===== config.mk =====
export PLATFORM = sky130hd
export DESIGN_NAME = l2_port_arbiter
export DESIGN_NICKNAME = d
export VERILOG_FILES = /design/src/rtl/l2_arb_pkg.sv /design/src/rtl/l2_arb_linebuf.sv /design/src/rtl/l2_port_arbiter.sv
export SDC_FILE = /design/constraint.sdc
export NUM_CORES = 1
export LEC_CHECK = 0
export BUFFER_PORTS_ARGS = -buffer_cell sky130_fd_sc_hd__buf_2
export CAP_MARGIN = 15
export CELL_PAD_IN_SITES_DETAIL_PLACEMENT = 1
export CELL_PAD_IN_SITES_GLOBAL_PLACEMENT = 2
export CORE_AREA = 4 4 280 282
export CTS_BUF_LIST = sky130_fd_sc_hd__clkbuf_16
export CTS_CLUSTER_DIAMETER = 100
export CTS_CLUSTER_SIZE = 10
export DETAILED_ROUTE_END_ITERATION = 8
export DIE_AREA = 0 0 284 286
export PLACE_DENSITY = 0.86
export SYNTH_ARGS = -nofsm -noshare
export SYNTH_HDL_FRONTEND = slang
export SYNTH_SLANG_ARGS = --single-unit
export TNS_END_PERCENT = 10

===== constraint.sdc =====
create_clock -name clk -period 4.14 [get_ports clk]
set_input_delay 0.828 -clock clk [delete_from_list [all_inputs] [get_ports clk]]
set_output_delay 0.828 -clock clk [all_outputs]
set_load 0.01 [all_outputs]

===== src/rtl/l2_arb_pkg.sv =====
// Shared types and helpers for the L2 port arbiter: FSM states, owner/op
// encodings and the burst-length clamp used when a request is captured.
package l2_arb_pkg;

  localparam int L2_BUF_DEPTH = 16;
  localparam int L2_IDX_W     = 4;

  typedef enum logic [2:0] {
    ST_IDLE,
    ST_GRANT,
    ST_MEM_RD,
    ST_STREAM,
    ST_COLLECT,
    ST_MEM_WR
  } state_t;

  typedef enum logic {
    OWN_I,
    OWN_D
  } owner_t;

  typedef enum logic {
    OP_RD,
    OP_WR
  } op_t;

  // A zero-length burst still moves one word; anything longer than the buffer is cut to fit.
  function automatic int clampBurst(input logic [4:0] size, input int maxLen);
    int len;
    len = int'(size);
    if (len == 0) begin
      len = 1;
    end else if (len > maxLen) begin
      len = maxLen;
    end
    return len;
  endfunction

endpackage


===== src/rtl/l2_arb_linebuf.sv =====
// Line buffer: DEPTH x 32 register file with one synchronous write port
// and one combinational read port.
module l2_arb_linebuf
  import l2_arb_pkg::*;
#(
  parameter int DEPTH = L2_BUF_DEPTH,
  parameter int IDX_W = L2_IDX_W
) (
  input  logic             clk,
  input  logic             i_we,
  input  logic [IDX_W-1:0] i_waddr,
  input  logic [31:0]      i_wdata,
  input  logic [IDX_W-1:0] i_raddr,
  output logic [31:0]      o_rdata
);

  logic [31:0] r_mem [DEPTH];

  always_ff @(posedge clk) begin
    if (i_we) begin
      r_mem[i_waddr] <= i_wdata;
    end
  end

  assign o_rdata = r_mem[i_raddr];

endmodule


===== src/rtl/l2_port_arbiter.sv =====
// Shares one L2/memory port between the ICache refill port and the DCache,
// staging every burst through a line buffer so caches never stall mid-stream.
module l2_port_arbiter
  import l2_arb_pkg::*;
#(
  parameter int BUF_DEPTH = L2_BUF_DEPTH,
  parameter int IDX_W     = L2_IDX_W
) (
  input  logic        clk,
  input  logic        reset,
  input  logic        i_rreq,
  input  logic [31:0] i_addr,
  input  logic [4:0]  i_burst_size,
  output logic [31:0] i_rdata,
  output logic        i_busy,
  input  logic        d_rreq,
  input  logic        d_wreq,
  input  logic [31:0] d_addr,
  input  logic [4:0]  d_burst_size,
  input  logic [31:0] d_wdata,
  output logic [31:0] d_rdata,
  output logic        d_busy,
  output logic        mem_req,
  output logic        mem_we,
  output logic [31:0] mem_addr,
  output logic [31:0] mem_wdata,
  input  logic [31:0] mem_rdata,
  input  logic        mem_ack,
  output logic        invalid_req,
  output logic [26:0] invalid_line
);

  localparam int LEN_W = IDX_W + 1;
  typedef logic [LEN_W-1:0] len_t;

  state_t      r_state, w_nextState;
  logic        r_pendI, r_pendD;
  logic [31:0] r_iAddr, r_dAddr, r_base;
  len_t        r_iLen, r_dLen, r_len, r_count;
  op_t         r_dOp, r_op;
  owner_t      r_owner, r_rrLast;
  logic [31:0] r_iHold, r_dHold;
  logic        r_invReq;
  logic [26:0] r_invLine;

  logic        w_grantI, w_grantD, w_lastWord, w_iActive, w_dActive;
  logic        w_bufWe, w_memPhase, w_streamI, w_streamD;
  logic [31:0] w_bufWdata, w_bufRdata;

  assign w_lastWord = (r_count == (r_len - len_t'(1)));
  assign w_iActive  = r_pendI | ((r_owner == OWN_I) && (r_state != ST_IDLE));
  assign w_dActive  = r_pendD | ((r_owner == OWN_D) && (r_state != ST_IDLE));
  assign w_memPhase = (r_state == ST_GRANT) || (r_state == ST_MEM_RD) || (r_state == ST_MEM_WR);
  assign w_streamI  = (r_state == ST_STREAM) && (r_owner == OWN_I);
  assign w_streamD  = (r_state == ST_STREAM) && (r_owner == OWN_D);

  always_comb begin
    w_nextState = r_state;
    w_grantI    = 1'b0;
    w_grantD    = 1'b0;
    w_bufWe     = 1'b0;
    w_bufWdata  = mem_rdata;
    case (r_state)
      ST_IDLE: begin
        // Round-robin only matters on a tie; rr_last names the last winner.
        if (r_pendI && (!r_pendD || (r_rrLast == OWN_D))) begin
          w_grantI    = 1'b1;
          w_nextState = ST_GRANT;
        end else if (r_pendD) begin
          w_grantD    = 1'b1;
          w_nextState = ST_GRANT;
        end
      end
      ST_GRANT: begin
        w_nextState = (r_op == OP_WR) ? ST_COLLECT : ST_MEM_RD;
      end
      ST_MEM_RD: begin
        if (mem_ack) begin
          w_bufWe = 1'b1;
          if (w_lastWord) w_nextState = ST_STREAM;
        end
      end
      ST_STREAM: begin
        if (w_lastWord) w_nextState = ST_IDLE;
      end
      ST_COLLECT: begin
        w_bufWe    = 1'b1;
        w_bufWdata = d_wdata;
        if (w_lastWord) w_nextState = ST_MEM_WR;
      end
      ST_MEM_WR: begin
        if (mem_ack && w_lastWord) w_nextState = ST_IDLE;
      end
      default: w_nextState = ST_IDLE;
    endcase
  end

  always_ff @(posedge clk) begin
    if (reset) begin
      r_state   <= ST_IDLE;
      r_pendI   <= 1'b0;
      r_pendD   <= 1'b0;
      r_iAddr   <= '0;
      r_dAddr   <= '0;
      r_base    <= '0;
      r_iLen    <= len_t'(1);
      r_dLen    <= len_t'(1);
      r_len     <= len_t'(1);
      r_count   <= '0;
      r_dOp     <= OP_RD;
      r_op      <= OP_RD;
      r_owner   <= OWN_I;
      r_rrLast  <= OWN_D;
      r_iHold   <= '0;
      r_dHold   <= '0;
      r_invReq  <= 1'b0;
      r_invLine <= '0;
    end else begin
      r_state  <= w_nextState;
      r_invReq <= 1'b0;

      if (w_grantI) begin
        r_pendI  <= 1'b0;
        r_owner  <= OWN_I;
        r_rrLast <= OWN_I;
        r_base   <= r_iAddr;
        r_len    <= r_iLen;
        r_op     <= OP_RD;
      end else if (i_rreq && !w_iActive) begin
        r_pendI <= 1'b1;
        r_iAddr <= i_addr;
        r_iLen  <= len_t'(clampBurst(i_burst_size, BUF_DEPTH));
      end

      // A simultaneous read and write pulse from the DCache is taken as a write.
      if (w_grantD) begin
        r_pendD  <= 1'b0;
        r_owner  <= OWN_D;
        r_rrLast <= OWN_D;
        r_base   <= r_dAddr;
        r_len    <= r_dLen;
        r_op     <= r_dOp;
      end else if ((d_rreq || d_wreq) && !w_dActive) begin
        r_pendD <= 1'b1;
        r_dAddr <= d_addr;
        r_dLen  <= len_t'(clampBurst(d_burst_size, BUF_DEPTH));
        r_dOp   <= d_wreq ? OP_WR : OP_RD;
      end

      case (r_state)
        ST_GRANT: r_count <= '0;
        ST_MEM_RD: begin
          if (mem_ack) r_count <= w_lastWord ? len_t'(0) : r_count + len_t'(1);
        end
        ST_STREAM: begin
          r_count <= w_lastWord ? len_t'(0) : r_count + len_t'(1);
          if (r_owner == OWN_I) r_iHold <= w_bufRdata;
          else                  r_dHold <= w_bufRdata;
        end
        ST_COLLECT: r_count <= w_lastWord ? len_t'(0) : r_count + len_t'(1);
        ST_MEM_WR: begin
          if (mem_ack) begin
            if (w_lastWord) begin
              r_count   <= '0;
              r_invReq  <= 1'b1;
              r_invLine <= r_base[31:5];
            end else begin
              r_count <= r_count + len_t'(1);
            end
          end
        end
        default: ;
      endcase
    end
  end

  l2_arb_linebuf #(
    .DEPTH (BUF_DEPTH),
    .IDX_W (IDX_W)
  ) u_linebuf (
    .clk     (clk),
    .i_we    (w_bufWe),
    .i_waddr (r_count[IDX_W-1:0]),
    .i_wdata (w_bufWdata),
    .i_raddr (r_count[IDX_W-1:0]),
    .o_rdata (w_bufRdata)
  );

  assign mem_req      = (r_state == ST_MEM_RD) || (r_state == ST_MEM_WR);
  assign mem_we       = (r_state == ST_MEM_WR);
  assign mem_addr     = r_base + (32'(r_count) << 2);
  assign mem_wdata    = w_bufRdata;
  assign i_busy       = r_pendI | ((r_owner == OWN_I) && w_memPhase);
  assign d_busy       = r_pendD | ((r_owner == OWN_D) && w_memPhase);
  assign i_rdata      = w_streamI ? w_bufRdata : r_iHold;
  assign d_rdata      = w_streamD ? w_bufRdata : r_dHold;
  assign invalid_req  = r_invReq;
  assign invalid_line = r_invLine;

endmodule

-- After elaboration in Yosys (flattened, before gate mapping)
Memory sizes are Yosys's and may differ from the RTL's. A register that Yosys moved wholly into a read port is not among the register bits.
Index checks and enable logic that the tools add are counted.
W data, S select, Z words.
- $add $sub $neg: 3
- magnitude comparators: 2
- equal/unequal tests: 13
- multiplexer cells: 39
- bitwise operators: 9
- reductions and logical operators: 36
- operators with widths (operator ; count):
    $mux W32 ; 5
    $mux W5 ; 8
    $add A32 B7 Y32 ; 1
    $mux W3 ; 8
    $pmux W3 S6 ; 1
    $pmux W5 S3 ; 1
    $mux W1 ; 13
    $gt A5 B5 Y1 const B ; 2
    $logic_and A1 B1 Y1 ; 10
    $logic_not A5 Y1 ; 2
    $reduce_and A2 Y1 ; 5
    $mux W4 ; 2
    $ne A2 B2 Y1 const B ; 4
    $reduce_or A2 Y1 ; 4
    $eq A3 B2 Y1 const B ; 2
    $eq A3 B3 Y1 const B ; 2
    $reduce_and A6 Y1 ; 1
    $reduce_bool A3 Y1 ; 2
    $add A5 B1 Y5 const B ; 1
    $eq A5 B5 Y1 ; 1
    $logic_or A1 B1 Y1 ; 5
    $not A1 Y1 ; 5
    $sub A5 B1 Y5 const B ; 1
    $ne A2 B1 Y1 const B ; 2
    other kinds (9) ; 14
- register bits: 217
- bits in writable memories: 512
- bits of input ports: 144
- output and inout bits: 160
- memories: 1
- memories (name ; words ; bits a word ; rd ports ; clocked after Yosys merged registers in ; write ports ; RTL line ; RTL):
    u_linebuf.r_mem ; 16 ; 32 ; 1 ; 1 ; 1 ; l2_arb_linebuf.sv:17 ; logic [31:0] r_mem [DEPTH];

-- Logic depth before layout (Yosys ltp)
- depth after elaboration: 7
- depth in mapped cells: 9
- gate-level depth less buffers: 7

-- Hierarchy
Synthesis repeated with hierarchy kept, for this count alone.
- cell total of the unflattened synthesis: 1875
- area, all modules: 28717.5 um^2
- modules (own cells, without submodules) (module ; instances ; cells each ; area each (um^2) ; seq. area each (um^2)):
    l2_arb_linebuf ; 1 ; 806 ; 19194.7 ; 15374.7
    l2_port_arbiter ; 1 ; 1069 ; 9522.9 ; 4344.2

-- Worst setup path after synthesis
OpenSTA, ideal clock, no wires.
- kind: input-to-reg
- from: input port mem_ack
- to: memory u_linebuf.r_mem[0][0], enable pin
- setup time: 461 ps
- arrival: 3457 ps
- required time: 3679 ps
- slack: 222 ps
- stages on the path: 4
- buffers on the path: 0
- cell sequence: nand2_1 -> a21oi_1 -> nand2_1 -> nor3_1
- cells in the longest elaborated chain, start to end: 4
- ends and longest elaborated chain (item ; RTL line ; RTL):
    start, declared ; l2_port_arbiter.sv:28 ; input logic mem_ack,
    $mux W1 ; l2_port_arbiter.sv:78 ; if (mem_ack) begin
    $pmux W1 S2 ; l2_port_arbiter.sv:63 ; case (r_state)
    $mux W1 ; l2_arb_linebuf.sv:20 ; if (i_we) begin
    $mux W1 (implied by the code) ; l2_arb_linebuf.sv:21 ; r_mem[i_waddr] <= i_wdata;
    end, declared ; l2_arb_linebuf.sv:17 ;
No other way between the ends.

-- Final worst setup path
- from: register r_state[2]
- to: output port i_rdata[7]
- cells in the longest elaborated chain, start to end: 3
- ends and longest elaborated chain (item ; RTL line ; RTL):
    start, declared ; l2_port_arbiter.sv:36 ; state_t r_state, w_nextState;
    start signal, assigned ; l2_port_arbiter.sv:119 ; r_state <= w_nextState;
    $eq A3 B2 Y1 ; l2_port_arbiter.sv:54 ; assign w_streamI = (r_state == ST_STREAM) && (r_owner == OWN_I);
    $logic_and A1 B1 Y1 ; l2_port_arbiter.sv:54 ;
    $mux W32 ; l2_port_arbiter.sv:195 ; assign i_rdata = w_streamI ? w_bufRdata : r_iHold;
    end, declared ; l2_port_arbiter.sv:14 ; output logic [31:0] i_rdata,
No other way between the ends.

==> results.md <==
- DP Wirelength: just under 50000 um
- Final WL: 80700 um
- Measured slew at the worst slew-check pin: 1.16 ns
- CP Class: flop to output pin
- Syn-to-layout area delta: 19.1%
- Crit path launch type: flop
- Port bufs: approximately 300
- Slew HR: 0.227
- Starting density of the core: 0.379
- CP Data Required Time: 3.31 ns
- Final ANT Viol Nets: 0
- Via-to-Cell Ratio: between 5 and 6
- Worst R2R Setup Slack: 1.26 ns
- R2R Path End: u_linebuf.r_mem[4][6]
- HP Start: d_addr[30]
- Slew Viols, Final: 0
- IO Count: 304
- GPL Wtd Cong: between 0.7 and 0.8
- Design area: approximately 0.034 sq mm
- Final min period: between 3 and 4 ns
- Die H: around 290 um
- Vias: 17400
- Register bit count reported by yosys: between 700 and 800
- DRT Pass-1 Iters: 5
- Number of fillers in the final layout: 7570
- Unrepaired setup endpoints after global routing: no
- Hold crit path type: primary input to flop
- Share of layout cells above drive strength 1: 0.313
- Vias in the first global route: 18900
- Status: finished clean
- Setup TNS Final: 0 ns
- Sink Count: 733
- TritonCTS Buffers: a little over 80
- Final Skew: between 0.05 and 0.06 ns
- Worst EP arrival: around 3.0 ns
- Synth Warn #: 0
- GRT Util Overall: 0.195
- Most frequent cells in the layout: 512 x edfxtp_1, 302 x buf_2, 239 x nand2_1
- First-pass GRT wire length: 121000 um
- Worst Hold Path EP: r_dAddr[30]
- CTS root buffer: clkbuf_16
- Cells after synthesis: 1865
- Worst Hold Depth: 3
- Final Hold Fails: 0
- Pleak: roughly 12 nW
- # DRC: 0
- Cell Area, Synth: 0.0287 sq mm
- H-tree depth: 3
- Starting DRC count in detailed routing: 1364
- Post-DP Area: about 0.032 sq mm
- Largest vdd supply drop: 0.304 mV
- Clk pin slew, worst setup/hold paths: 0.06 ns
- Die ar.: slightly above 0.08 sq mm
- WL per Instance: ~25 um
- Cts repair resizes: 0
- Ys async rst share: 0
- Avg Cell Area, Syn: around 15 sq um
- Power Dens Cells: just over 500 mW/mm^2
- Post-synthesis cell type count: 51
- Max Fclk: about 0.26 GHz
- Largest net degree at the start of global routing: roughly 120
- Total gr overflow: 0
- Die X: about 280 um
- Hold_buf cts: 0
- CP endpoint kind: output pin
- Register area share after synthesis: 0.690
- Initial antenna violation count: 4
- Post-CTS setup buffer count: 0
- Nets: between 2000 and 2500
- MaxCap Viol Count: 0
- Critical R2R Launch: r_state[2]
- Number of synthesized flops with an enable pin: just over 500
- Post-route clock period utilization: 0.935
- TritonCTS clock tree: done
- Row count: 101
- Critical path peak fanout: 17
- Post-synthesis net count: a little over 2000
- R2R depth: 6
- Synth Flop Type: edfxtp_1
- Bufs on Longest Clock Path: 3
- # setup viols final: 0
- Clk_lat worst skew: ~0.66 ns
- Commonest non-fill, non-tap cell in the layout: edfxtp_1
- Core ar.: between 0.07 and 0.08 sq mm
## metrics by stage
| step | setup WS, ns | power, mW | hold WS (ns) | instances | utilization |
|---|---|---|---|---|---|
| 4_1_cts | 0.207 | 17.6 | 0.390 | 3219 | 0.451 |
| 3_3_place_gp | 0.916 | 10.8 | 0.443 | 3075 | 0.419 |
| 6_report | 0.269 | 17.4 | 0.425 | 3223 | 0.452 |
| 2_1_floorplan | 0.222 | 10.0 | 0.432 | 1865 | - |
| 3_5_place_dp | 0.889 | 10.9 | 0.448 | 3075 | 0.419 |
| 5_1_grt | 0.0417 | 18.2 | 0.404 | 3222 | 0.452 |
## registers in the layout, indices dropped and copies added, names as in the netlist, 27 cells and up, named ones only
signal / cells
invalid_line: 27
r_iHold: 32
r_iAddr: 32
r_dHold: 32
r_dAddr: 32
u_linebuf.r_mem: 512
r_base: 32
## layout make-up
class | instances | area [sq um] | share of cell area
well taps | 978 | 1220 | 0.0358
multi-input cells | 995 | 8480 | 0.248
repair buffers | 356 | 2130 | 0.0624
flip-flops and latches | 733 | 19800 | 0.579
clock inverters | 61 | 408 | 0.0119
inverters | 13 | 48.8 | 0.00143
clock buffers | 83 | 2080 | 0.0608
diodes | 4 | 10.0 | 0.000293
## critical path, stage by stage, from the launching register on
cell and delay, ns:
dfxtp_1 0.42, nor2b_1 0.36, nand3_2 0.67, buf_4 0.49, mux2_2 0.30, buf_2 0.16
## worst max-delay path by stage
stage                     from               endpoint  slack [ns]  cells after the start
detailed placement        flop            d_rdata[27]        0.89                      6
CTS                       flop             i_rdata[6]        0.21                      6
global route        r_count[3]           mem_addr[31]        0.04                      8
floorplan              mem_ack  u_linebuf.r_mem[0][0]        0.22                      4
finish              r_state[2]             i_rdata[7]        0.27                      5
global placement          flop            i_rdata[11]        0.92                      6
## routing by layer
layer  up-vias  wire [um]  track usage  part of all wire
met4         0       2040       0.0591             0.025
li1       7696          -            -                 -
met3       127       4800       0.0406             0.059
met2       574      42100        0.349              0.52
met5         -          0            0                 0
met1      8982      31800        0.239              0.39
## cells in the mapped netlist (2+ instances only)
| master | instances | share of area |
|---|---|---|
| a221oi_1 | 2 | 0.00061 |
| xnor2_1 | 17 | 0.0052 |
| nor3b_1 | 3 | 0.00078 |
| o21bai_1 | 4 | 0.0010 |
| buf_1 | 12 | 0.0016 |
| a31oi_1 | 3 | 0.00065 |
| a22oi_1 | 100 | 0.026 |
| buf_4 | 9 | 0.0024 |
| nor2_1 | 63 | 0.0082 |
| nor3_1 | 19 | 0.0033 |
| a21o_1 | 2 | 0.00052 |
| mux2i_1 | 27 | 0.0094 |
| edfxtp_1 | 512 | 0.54 |
| buf_2 | 18 | 0.0031 |
| buf_6 | 6 | 0.0024 |
| mux2_2 | 96 | 0.038 |
| mux4_2 | 128 | 0.10 |
| nand4_1 | 15 | 0.0033 |
| nand3b_1 | 7 | 0.0018 |
| a21oi_1 | 121 | 0.021 |
| a211oi_1 | 5 | 0.0013 |
| nand3_1 | 10 | 0.0017 |
| ha_1 | 10 | 0.0044 |
| a211o_1 | 4 | 0.0012 |
| inv_1 | 13 | 0.0017 |
| o21ai_0 | 7 | 0.0012 |
| clkbuf_1 | 78 | 0.010 |
| xor2_1 | 17 | 0.0052 |
| nand2b_1 | 6 | 0.0013 |
| nor2b_1 | 70 | 0.015 |
| dfxtp_1 | 221 | 0.15 |
| and2_1 | 2 | 0.00044 |
| nand2_1 | 239 | 0.031 |
| and3_1 | 2 | 0.00044 |
## report_power, final
| group | leakage (nW) | internal, mW | switching (mW) |
|---|---|---|---|
| logic | 4.57 | 0.894 | 1.50 |
| registers | 6.40 | 8.14 | 0.213 |
| clock network | 1.39 | 3.72 | 2.95 |
| total | 12.4 | 12.7 | 4.67 |
## cells by family (layout without fill, tap and decap cells)
group / count (synthesis) / count (layout) / share of synthesized area
fa+ha+maj: 11 / 11 / 0.00505
mux: 251 / 251 / 0.147
compound gates: 256 / 256 / 0.0563
flops: 733 / 733 / 0.690
buf+inv: 137 / 513 / 0.0215
xor+xnor: 34 / 34 / 0.0104
simple gates: 443 / 443 / 0.0699
other cells: 0 / 4 / 0
Power figures use the tool's default switching activity.
